File: src/rtl/ram_access_ctrl_pkg.sv
// Shared types and default geometry for the RAM access controller.
// Imported by the interface, the arbiter and the top.
package ram_ctrl_pkg;

   localparam int DEF_DATA_WIDTH = 8;
   localparam int DEF_ADDR_WIDTH = 5;
   localparam int RAM_DEPTH      = 2 ** DEF_ADDR_WIDTH;

   typedef enum logic [1:0] {
      IDLE  = 2'd0,
      SCAN  = 2'd1,
      DRAIN = 2'd2
   } state_e;

endpackage

File: src/rtl/ram_access_ctrl_if.sv
// Producer, host, scan and RAM-drive signals of ram_access_ctrl.
// The controller takes the slave modport; its environment takes master.
interface ram_access_ctrl_if
   import ram_ctrl_pkg::*;
#(
   parameter int DATA_WIDTH = DEF_DATA_WIDTH,
   parameter int ADDR_WIDTH = DEF_ADDR_WIDTH
);

   logic                  req_a, req_b;
   logic [ADDR_WIDTH-1:0] addr_a, addr_b;
   logic [DATA_WIDTH-1:0] data_a, data_b;
   logic                  gnt_a, gnt_b;
   logic [ADDR_WIDTH-1:0] host_r_s1, host_r_s2, host_r_s3;
   logic                  scan_start;
   logic                  scan_busy, scan_done;
   logic [ADDR_WIDTH-1:0] scan_idx;
   logic                  ram_wr_en;
   logic [ADDR_WIDTH-1:0] ram_w_s;
   logic [DATA_WIDTH-1:0] ram_w_d;
   logic [ADDR_WIDTH-1:0] ram_r_s1, ram_r_s2, ram_r_s3;

   modport master (
      output req_a, req_b, addr_a, addr_b, data_a, data_b,
      output host_r_s1, host_r_s2, host_r_s3, scan_start,
      input  gnt_a, gnt_b, scan_busy, scan_done, scan_idx,
      input  ram_wr_en, ram_w_s, ram_w_d, ram_r_s1, ram_r_s2, ram_r_s3
   );

   modport slave (
      input  req_a, req_b, addr_a, addr_b, data_a, data_b,
      input  host_r_s1, host_r_s2, host_r_s3, scan_start,
      output gnt_a, gnt_b, scan_busy, scan_done, scan_idx,
      output ram_wr_en, ram_w_s, ram_w_d, ram_r_s1, ram_r_s2, ram_r_s3
   );

endinterface

File: src/rtl/ram_access_ctrl_arb.sv
// Two-way round-robin arbiter: combinational one-hot grant while enabled,
// with a register remembering which requester won last.
module rr_arbiter2 (
   input  logic       clk,
   input  logic       reset,
   input  logic       en_i,
   input  logic [1:0] req_i,
   output logic [1:0] gnt_o
);

   logic last_a_q;  // 1 when requester A won the latest grant

   always_comb begin
      // NOTE: default first so no path leaves gnt_o unassigned (no latch).
      gnt_o = 2'b00;
      if (en_i) begin
         if (req_i[0] && (!req_i[1] || !last_a_q)) begin
            gnt_o = 2'b01;
         end else if (req_i[1]) begin
            gnt_o = 2'b10;
         end
      end
   end

   // NOTE: registers use <= so every flop samples pre-edge values.
   always_ff @(posedge clk) begin
      if (reset) begin
         last_a_q <= 1'b0;
      end else if (gnt_o[0]) begin
         last_a_q <= 1'b1;
      end else if (gnt_o[1]) begin
         last_a_q <= 1'b0;
      end
   end

endmodule

File: src/rtl/ram_access_ctrl.sv
// Write arbitration for two producers plus host / full-scan read-address
// drive for a RAM32-style macro; scans lock out writes until back in IDLE.
module ram_access_ctrl
   import ram_ctrl_pkg::*;
#(
   parameter int DATA_WIDTH = DEF_DATA_WIDTH,
   parameter int ADDR_WIDTH = DEF_ADDR_WIDTH
) (
   input  logic             clk,
   input  logic             reset,
   ram_access_ctrl_if.slave bus
);

   localparam logic [ADDR_WIDTH-1:0] LAST_IDX = {ADDR_WIDTH{1'b1}};
   localparam logic [ADDR_WIDTH-1:0] ROW_MASK = ~ADDR_WIDTH'(3);

   state_e                state_q, state_d;
   logic [1:0]            gnt;
   logic                  arb_en;
   logic                  wr_en_q;
   logic [ADDR_WIDTH-1:0] w_s_q;
   logic [DATA_WIDTH-1:0] w_d_q;
   logic [ADDR_WIDTH-1:0] idx_q, idx_d;
   logic [ADDR_WIDTH-1:0] r_s1_q, r_s1_d, r_s2_q, r_s2_d, r_s3_q, r_s3_d;

   assign arb_en = (state_q == IDLE) && !reset;

   rr_arbiter2 u_arb (
      .clk   (clk),
      .reset (reset),
      .en_i  (arb_en),
      .req_i ({bus.req_b, bus.req_a}),
      .gnt_o (gnt)
   );

   always_comb begin
      state_d = state_q;
      unique case (state_q)
         IDLE:    if (bus.scan_start) state_d = SCAN;
         SCAN:    if (idx_q == LAST_IDX) state_d = DRAIN;
         DRAIN:   state_d = IDLE;
         default: state_d = IDLE;
      endcase
   end

   // Read addresses are computed for the coming state so they leave a flop.
   always_comb begin
      idx_d  = '0;
      r_s1_d = r_s1_q;
      r_s2_d = r_s2_q;
      r_s3_d = r_s3_q;
      case (state_d)
         SCAN: begin
            idx_d  = (state_q == SCAN) ? idx_q + ADDR_WIDTH'(1) : '0;
            r_s1_d = idx_d;
            r_s2_d = idx_d & ROW_MASK;
            r_s3_d = '0;
         end
         DRAIN: idx_d = idx_q;
         default: begin
            if (state_q == IDLE) begin
               r_s1_d = bus.host_r_s1;
               r_s2_d = bus.host_r_s2;
               r_s3_d = bus.host_r_s3;
            end
         end
      endcase
   end

   always_ff @(posedge clk) begin
      if (reset) begin
         state_q <= IDLE;
         idx_q   <= '0;
         r_s1_q  <= '0;
         r_s2_q  <= '0;
         r_s3_q  <= '0;
      end else begin
         state_q <= state_d;
         idx_q   <= idx_d;
         r_s1_q  <= r_s1_d;
         r_s2_q  <= r_s2_d;
         r_s3_q  <= r_s3_d;
      end
   end

   always_ff @(posedge clk) begin
      if (reset) begin
         wr_en_q <= 1'b0;
         w_s_q   <= '0;
         w_d_q   <= '0;
      end else begin
         wr_en_q <= |gnt;
         if (gnt[0]) begin
            w_s_q <= bus.addr_a;
            w_d_q <= bus.data_a;
         end else if (gnt[1]) begin
            w_s_q <= bus.addr_b;
            w_d_q <= bus.data_b;
         end
      end
   end

   assign bus.gnt_a     = gnt[0];
   assign bus.gnt_b     = gnt[1];
   assign bus.scan_busy = (state_q != IDLE);
   assign bus.scan_done = (state_q == DRAIN);
   assign bus.scan_idx  = idx_q;
   assign bus.ram_wr_en = wr_en_q;
   assign bus.ram_w_s   = w_s_q;
   assign bus.ram_w_d   = w_d_q;
   assign bus.ram_r_s1  = r_s1_q;
   assign bus.ram_r_s2  = r_s2_q;
   assign bus.ram_r_s3  = r_s3_q;

endmodule

File: src/flat_wrapper.sv
// flat-port wrapper written by rule: the top's interface ports become plain ports
module ram_access_ctrl_flat import ram_ctrl_pkg::*;
#(
   parameter int DATA_WIDTH = DEF_DATA_WIDTH,
   parameter int ADDR_WIDTH = DEF_ADDR_WIDTH
)
  (clk, reset, bus_req_a, bus_req_b, bus_addr_a, bus_addr_b, bus_data_a, bus_data_b, bus_host_r_s1, bus_host_r_s2, bus_host_r_s3, bus_scan_start, bus_gnt_a, bus_gnt_b, bus_scan_busy, bus_scan_done, bus_scan_idx, bus_ram_wr_en, bus_ram_w_s, bus_ram_w_d, bus_ram_r_s1, bus_ram_r_s2, bus_ram_r_s3);
  ram_access_ctrl_if #(.DATA_WIDTH(DATA_WIDTH), .ADDR_WIDTH(ADDR_WIDTH)) bus_i ();
  input  logic clk;
  input  logic reset;
  input wire logic [$bits(bus_i.req_a)-1:0] bus_req_a;
  input wire logic [$bits(bus_i.req_b)-1:0] bus_req_b;
  input wire logic [$bits(bus_i.addr_a)-1:0] bus_addr_a;
  input wire logic [$bits(bus_i.addr_b)-1:0] bus_addr_b;
  input wire logic [$bits(bus_i.data_a)-1:0] bus_data_a;
  input wire logic [$bits(bus_i.data_b)-1:0] bus_data_b;
  input wire logic [$bits(bus_i.host_r_s1)-1:0] bus_host_r_s1;
  input wire logic [$bits(bus_i.host_r_s2)-1:0] bus_host_r_s2;
  input wire logic [$bits(bus_i.host_r_s3)-1:0] bus_host_r_s3;
  input wire logic [$bits(bus_i.scan_start)-1:0] bus_scan_start;
  output wire logic [$bits(bus_i.gnt_a)-1:0] bus_gnt_a;
  output wire logic [$bits(bus_i.gnt_b)-1:0] bus_gnt_b;
  output wire logic [$bits(bus_i.scan_busy)-1:0] bus_scan_busy;
  output wire logic [$bits(bus_i.scan_done)-1:0] bus_scan_done;
  output wire logic [$bits(bus_i.scan_idx)-1:0] bus_scan_idx;
  output wire logic [$bits(bus_i.ram_wr_en)-1:0] bus_ram_wr_en;
  output wire logic [$bits(bus_i.ram_w_s)-1:0] bus_ram_w_s;
  output wire logic [$bits(bus_i.ram_w_d)-1:0] bus_ram_w_d;
  output wire logic [$bits(bus_i.ram_r_s1)-1:0] bus_ram_r_s1;
  output wire logic [$bits(bus_i.ram_r_s2)-1:0] bus_ram_r_s2;
  output wire logic [$bits(bus_i.ram_r_s3)-1:0] bus_ram_r_s3;
  assign bus_i.req_a = bus_req_a;
  assign bus_i.req_b = bus_req_b;
  assign bus_i.addr_a = bus_addr_a;
  assign bus_i.addr_b = bus_addr_b;
  assign bus_i.data_a = bus_data_a;
  assign bus_i.data_b = bus_data_b;
  assign bus_i.host_r_s1 = bus_host_r_s1;
  assign bus_i.host_r_s2 = bus_host_r_s2;
  assign bus_i.host_r_s3 = bus_host_r_s3;
  assign bus_i.scan_start = bus_scan_start;
  assign bus_gnt_a = bus_i.gnt_a;
  assign bus_gnt_b = bus_i.gnt_b;
  assign bus_scan_busy = bus_i.scan_busy;
  assign bus_scan_done = bus_i.scan_done;
  assign bus_scan_idx = bus_i.scan_idx;
  assign bus_ram_wr_en = bus_i.ram_wr_en;
  assign bus_ram_w_s = bus_i.ram_w_s;
  assign bus_ram_w_d = bus_i.ram_w_d;
  assign bus_ram_r_s1 = bus_i.ram_r_s1;
  assign bus_ram_r_s2 = bus_i.ram_r_s2;
  assign bus_ram_r_s3 = bus_i.ram_r_s3;
  ram_access_ctrl #(.DATA_WIDTH(DATA_WIDTH), .ADDR_WIDTH(ADDR_WIDTH)) u_core (.clk(clk), .reset(reset), .bus(bus_i));
endmodule
File: config.mk
export PLATFORM = sky130hd
export DESIGN_NAME = ram_access_ctrl_flat
export DESIGN_NICKNAME = d
export VERILOG_FILES = /design/src/rtl/ram_access_ctrl_pkg.sv /design/src/rtl/ram_access_ctrl_if.sv /design/src/rtl/ram_access_ctrl_arb.sv /design/src/rtl/ram_access_ctrl.sv /design/src/flat_wrapper.sv
export SDC_FILE = /design/constraint.sdc
export NUM_CORES = 1
export LEC_CHECK = 0
export BUFFER_PORTS_ARGS = -buffer_cell sky130_fd_sc_hd__buf_2
export CORE_UTILIZATION = 35
export CTS_BUF_LIST = sky130_fd_sc_hd__clkbuf_16
export CTS_CLUSTER_SIZE = 10
export DETAILED_ROUTE_END_ITERATION = 6
export PLACE_DENSITY_LB_ADDON = 0.1
export SETUP_SLACK_MARGIN = 0.5
export SLEW_MARGIN = 25
export SYNTH_ARGS = -nofsm -noshare
export SYNTH_HDL_FRONTEND = slang
export SYNTH_HIERARCHICAL = 1
export SYNTH_SLANG_ARGS = --single-unit
File: constraint.sdc
create_clock -name clk -period 2.89 [get_ports clk]
set_input_delay 0.4335 -clock clk [delete_from_list [all_inputs] [get_ports clk]]
set_output_delay 0.4335 -clock clk [all_outputs]
set_load 0.01 [all_outputs]
Word level (Yosys, flattened, before mapping)
Cells that the tools add are included.
- add/subtract/negate cells: 1
- eq/ne operators: 5
- muxes and demuxes: 20
- bitwise operators: 1
- reduce and logical (&&, ||, !) cells: 12
- operator list (kind ; count):
    5-bit one-hot mux with 2 select lines ; 4
    5-bit 2-to-1 mux ; 6
    8-bit 2-to-1 mux ; 2
    2-bit 2-to-1 mux ; 5
    2-bit nonzero test ; 3
    5-bit by 1-bit adder with 5-bit output (second input constant) ; 1
    5-bit equality test (second input constant) ; 1
    2-bit by 1-bit equality test with 1-bit output (second input constant) ; 2
    2-bit equality test (second input constant) ; 2
    2-bit one-hot mux with 2 select lines ; 1
    1-bit zero test ; 3
    1-bit logical AND ; 2
    2-bit zero test ; 1
    1-bit 2-to-1 mux ; 2
    2-bit AND reduction ; 1
    2-bit OR reduction ; 1
    1-bit logical OR ; 1
    1-bit inverter ; 1
- flip-flop bits (word level): 37
- output and inout bits: 38

Longest topological paths before layout
- word-level depth: 7
- mapped depth: 10

Hierarchy
The synthesis kept the hierarchy.
- modules (own cells, without submodules) (module ; times used ; cells an instance ; area an instance (um^2) ; seq. area each (um^2)):
    ram_access_ctrl ; 1 ; 163 ; 1602.8 ; 720.7
    rr_arbiter2 ; 1 ; 8 ; 55.1 ; 20.0

Worst setup path after synthesis
Ideal clock, no wire load.
- path type: flip-flop to flip-flop
- start: register u_core.state_q[0]
- end: register u_core.w_d_q[4], in the netlist u_core/bus.ram_w_d[4]
- setup time: 128 ps
- arrival: 2308 ps
- slack: 455 ps
- cell stages (with the launch flop): 11
- buffers on the path: 3
- period minus slack after synthesis: 2435 ps
- cell sequence: dfxtp_1 -> buf_4 -> buf_4 -> or2_1 -> nor2_1 -> nand2_1 -> a21oi_1 -> buf_2 -> mux2_1 -> mux2i_1 -> nor2_1
- longest elaborated chain between the ends: 4
- elaborated cells between the ends (all ways): 5
- ends and longest elaborated chain (element ; line ; source):
    from (decl) ; ram_access_ctrl.sv:17 ; state_e state_q, state_d;
    from (signal assigned) ; ram_access_ctrl.sv:78 ; state_q <= state_d;
    2-bit zero test ; ram_access_ctrl.sv:26 ; assign arb_en = (state_q == IDLE) && !reset;
    1-bit logical AND ; ram_access_ctrl.sv:26 ;
    named net u_core.arb_en ; ram_access_ctrl.sv:19 ; logic arb_en;
    2-bit 2-to-1 mux ; ram_access_ctrl_arb.sv:16 ; if (en_i) begin
    named net bus_gnt_b ; flat_wrapper.sv:22 ; output wire logic [$bits(bus_i.gnt_b)-1:0] bus_gnt_b;
    2-bit nonzero test (no line) ; - ;
    to (signal assigned) ; ram_access_ctrl.sv:95 ; w_d_q <= bus.data_a;
    to (signal assigned) ; ram_access_ctrl.sv:98 ; w_d_q <= bus.data_b;
    to (decl) ; ram_access_ctrl.sv:22 ; logic [DATA_WIDTH-1:0] w_d_q;
The timed path passes the listed nets, and every way through them passes these cells.
A chain may end at the register's enable or synchronous reset.

Worst setup path after layout
- start: register u_core.state_q[1]
- end: output bus_gnt_b
- longest elaborated chain between the ends: 3
- ends and longest elaborated chain (element ; line):
    2-bit zero test ; ram_access_ctrl.sv:26
    1-bit logical AND ; ram_access_ctrl.sv:26
    named net u_core.arb_en ; ram_access_ctrl.sv:19
    2-bit 2-to-1 mux ; ram_access_ctrl_arb.sv:16
    to (decl) ; flat_wrapper.sv:22
The timed path passes the listed nets, and every way through them passes these cells.

==> flow_summary.json <==
{
  "rsz0062_at_grt": "false",
  "async_reset_ff_share_pct": 0,
  "synth_xor_area_share_pct": 1.06,
  "critPathMaxStageDelay_ns": 0.42,
  "yosys.area_share.simple_pct": 16.8,
  "num_io_pins": 84,
  "ys_top_cells_by_area": "dfxtp_1, mux2i_1, nor2_1, mux2_1, a22oi_1",
  "endpoint_kind": "primary output",
  "fin_crit_ns": 2.17,
  "cap_violations": 0,
  "core_area_um2": 4440,
  "place_congestion": 0.714,
  "via_per_inst": 4.97,
  "grt_pass1_vias": 1399,
  "clock_latency_ns": 0.27,
  "overflow": 0,
  "cts_tree": "yes",
  "synth_top_family_by_area": "multiplexers",
  "clk_pin_slew_worst_paths_ns": 0.05,
  "num_antenna_cells": 0,
  "cp.arrival_ns": 1.73,
  "cts.path.max_buffers": 2,
  "rows": 24,
  "finalSetupViolations": 0,
  "design_area_um2": 2250,
  "cp_slowest_cell": "dfxtp_1",
  "routed_wl_um": 3750,
  "die_w_um": 70.8,
  "cts.repair.resized": 0,
  "port_buffers": 83,
  "relSlewSlack_pct": 61.0,
  "area_delta_synth_final_pct": 35.8,
  "post-route-drc-count": 0,
  "cts_hold_buffers": 0,
  "setup_ws_ns": 0.722,
  "cp-start-kind": "register",
  "clock_skew_ns": 0.00270,
  "fmax_ghz": 0.461,
  "yosys_warnings": 6,
  "numCtsBuffers": 5,
  "cts_setup_buffers": 0,
  "p_leak_nw": 1.12,
  "utilization_pct": 50.7,
  "grt_max_degree": 32,
  "vias": 1522,
  "synth_fa_ha_area_share_pct": 1.51,
  "synthFlopType": "dfxtp_1",
  "syn_area_um2": 1660,
  "synth_cell_types": 40,
  "worst-slew-pin-transition_ns": 0.585,
  "drtIter0Drc": 77,
  "ys_ff_latch": 37,
  "clock-sinks": 37,
  "synth-compound-area-share_pct": 13.2,
  "outcome": "finished, final reports clean",
  "path_max_fanout": 15,
  "postSynthCellCount": 171,
  "cp_cell_sequence": "or2_1 -> nor2_2 -> nand2_1 -> a21oi_2 -> buf_4 -> buf_2",
  "nets": 301,
  "cts-htree-levels": 2,
  "finalCritPeriodShare_pct": 75.0,
  "grt_pass1_wl_um": 6170,
  "syn_area_per_cell_um2": 9.69,
  "drive_above_1_share_pct": 41.3,
  "die_h_um": 70.8,
  "initial_core_util_pct": 37.3,
  "hold_class": "input port to register",
  "power_density_nw_per_um2": 535,
  "clockRootBuffer": "clkbuf_16",
  "setup_tns_ns": 0,
  "antenna_left": 0,
  "peakVddDrop_mv": 0.283,
  "preCtsSetupSlack_ns": 0.771,
  "synth_nets": 219,
  "synth_edf_count": 0,
  "muxShareOfSynthArea_pct": 18.5,
  "antenna_found_initial": 0,
  "firstDrtPassIters": 6,
  "wl_per_cell_um": 12.3,
  "yosysTopAreaCell": "dfxtp_1",
  "required_ns": 2.46,
  "slew_violations": 0,
  "finalHoldViolCount": 0,
  "ys_seq_area_share_pct": 44.7,
  "place_area_um2": 2100,
  "synth_top_area_share_pct": 44.7,
  "finalPower_mw": 1.21,
  "crit_type": "register to primary output",
  "dp_hpwl_um": 2730,
  "design.die.area_um2": 5020,
  "grtUsageTotal_pct": 15.2
}
[cells in the mapped netlist (2+ instances only)]
library cell	count
a211oi_1	3
a21oi_1	9
a22oi_1	8
a311oi_1	2
buf_2	4
buf_4	2
clkbuf_1	4
dfxtp_1	37
ha_1	2
inv_1	2
mux2_1	9
mux2_2	4
mux2i_1	16
nand2_1	5
nand2b_1	3
nor2_1	35
nor4b_1	2
o21ai_0	2
[cell families after synthesis]
group	after synthesis
xor gates and xnor gates	2
buffers and inverters	13
muxes	29
AOI/OAI and AO/OA	31
DFF	37
and+or+nand+nor	57
adders and majority gates	2
[worst max-delay path: cells and delay by family (launching register included)]
family                 cells  cell delay (ns)
AOI/OAI and AO/OA          1             0.09
buffers and inverters      2             0.41
and+or+nand+nor            3             0.54
DFF                        1             0.42
[final timing paths]
path | startpoint | endpoint | slack [ns] | depth (start not counted)
max | u_core/state_q[1]$_SDFF_PP0_ | bus_gnt_b | 0.72 | 6
min | bus_addr_a[3] | u_core/bus.ram_w_s[3]$_SDFFE_PP0P_ | 0.40 | 3
max reg2reg | u_core/bus.scan_idx[0]$_SDFFE_PP0P_ | u_core/bus.ram_r_s1[2]$_SDFFE_PP0P_ | 0.78 | 6
min reg2reg | u_core/bus.ram_r_s1[0]$_SDFFE_PP0P_ | u_core/bus.ram_r_s1[0]$_SDFFE_PP0P_ | 0.49 | 2
[metrics by stage]
stage	std cells	hold slack, ns
3_5_place_dp	298	0.478
4_1_cts	306	0.397
6_report	306	0.398
5_1_grt	306	0.408
3_3_place_gp	298	0.485
2_1_floorplan	171	0.468
[per-layer routing]
metal,global-route usage (%),vias up,wire [um]
met5,0,-,0
met4,4.67,0,20
met3,3.56,2,232
met2,23.7,54,1650
met1,21.0,696,1850
li1,-,770,-
[final cells by class]
type | instances | area (um^2)
inverters | 2 | 7.51
clock inverters | 3 | 11.3
clock buffers | 5 | 125
well taps | 52 | 65.1
fillers | 431 | 2190
multi-input cells | 121 | 863
flip-flops and latches | 37 | 742
repair buffers | 86 | 438
[state kept, by name, indices dropped and copies added, names as in the netlist]
name	cells
u_core/bus.ram_r_s1	5
u_core/bus.ram_r_s2	5
u_core/bus.ram_wr_en	1
u_core/bus.ram_w_d	8
u_core/bus.ram_w_s	5
u_core/state_q	2
u_core/bus.ram_r_s3	5
u_core/u_arb/last_a_q	1
u_core/bus.scan_idx	5
[cell usage in the layout, fill, tap and decap left out, drive strengths merged, types with 2 or more instances in the layout]
cell,Yosys,final
nand2,5,5
dfxtp,37,37
nor3,2,2
nor2,36,36
nand2b,3,3
clkbuf,5,5
a21oi,9,9
mux2i,16,16
a22oi,8,8
inv,2,5
a311oi,2,2
a211oi,4,4
buf,6,86
mux2,13,13
ha,2,2
o21ai,2,2
and3,2,2
nor4b,2,2
[report_power, final]
group          switching [mW]  internal [mW]
Sequential             0.0172          0.537
Clock                   0.180          0.309
Combinational          0.0791         0.0831
No activity file was read; power rests on OpenSTA's default activity.
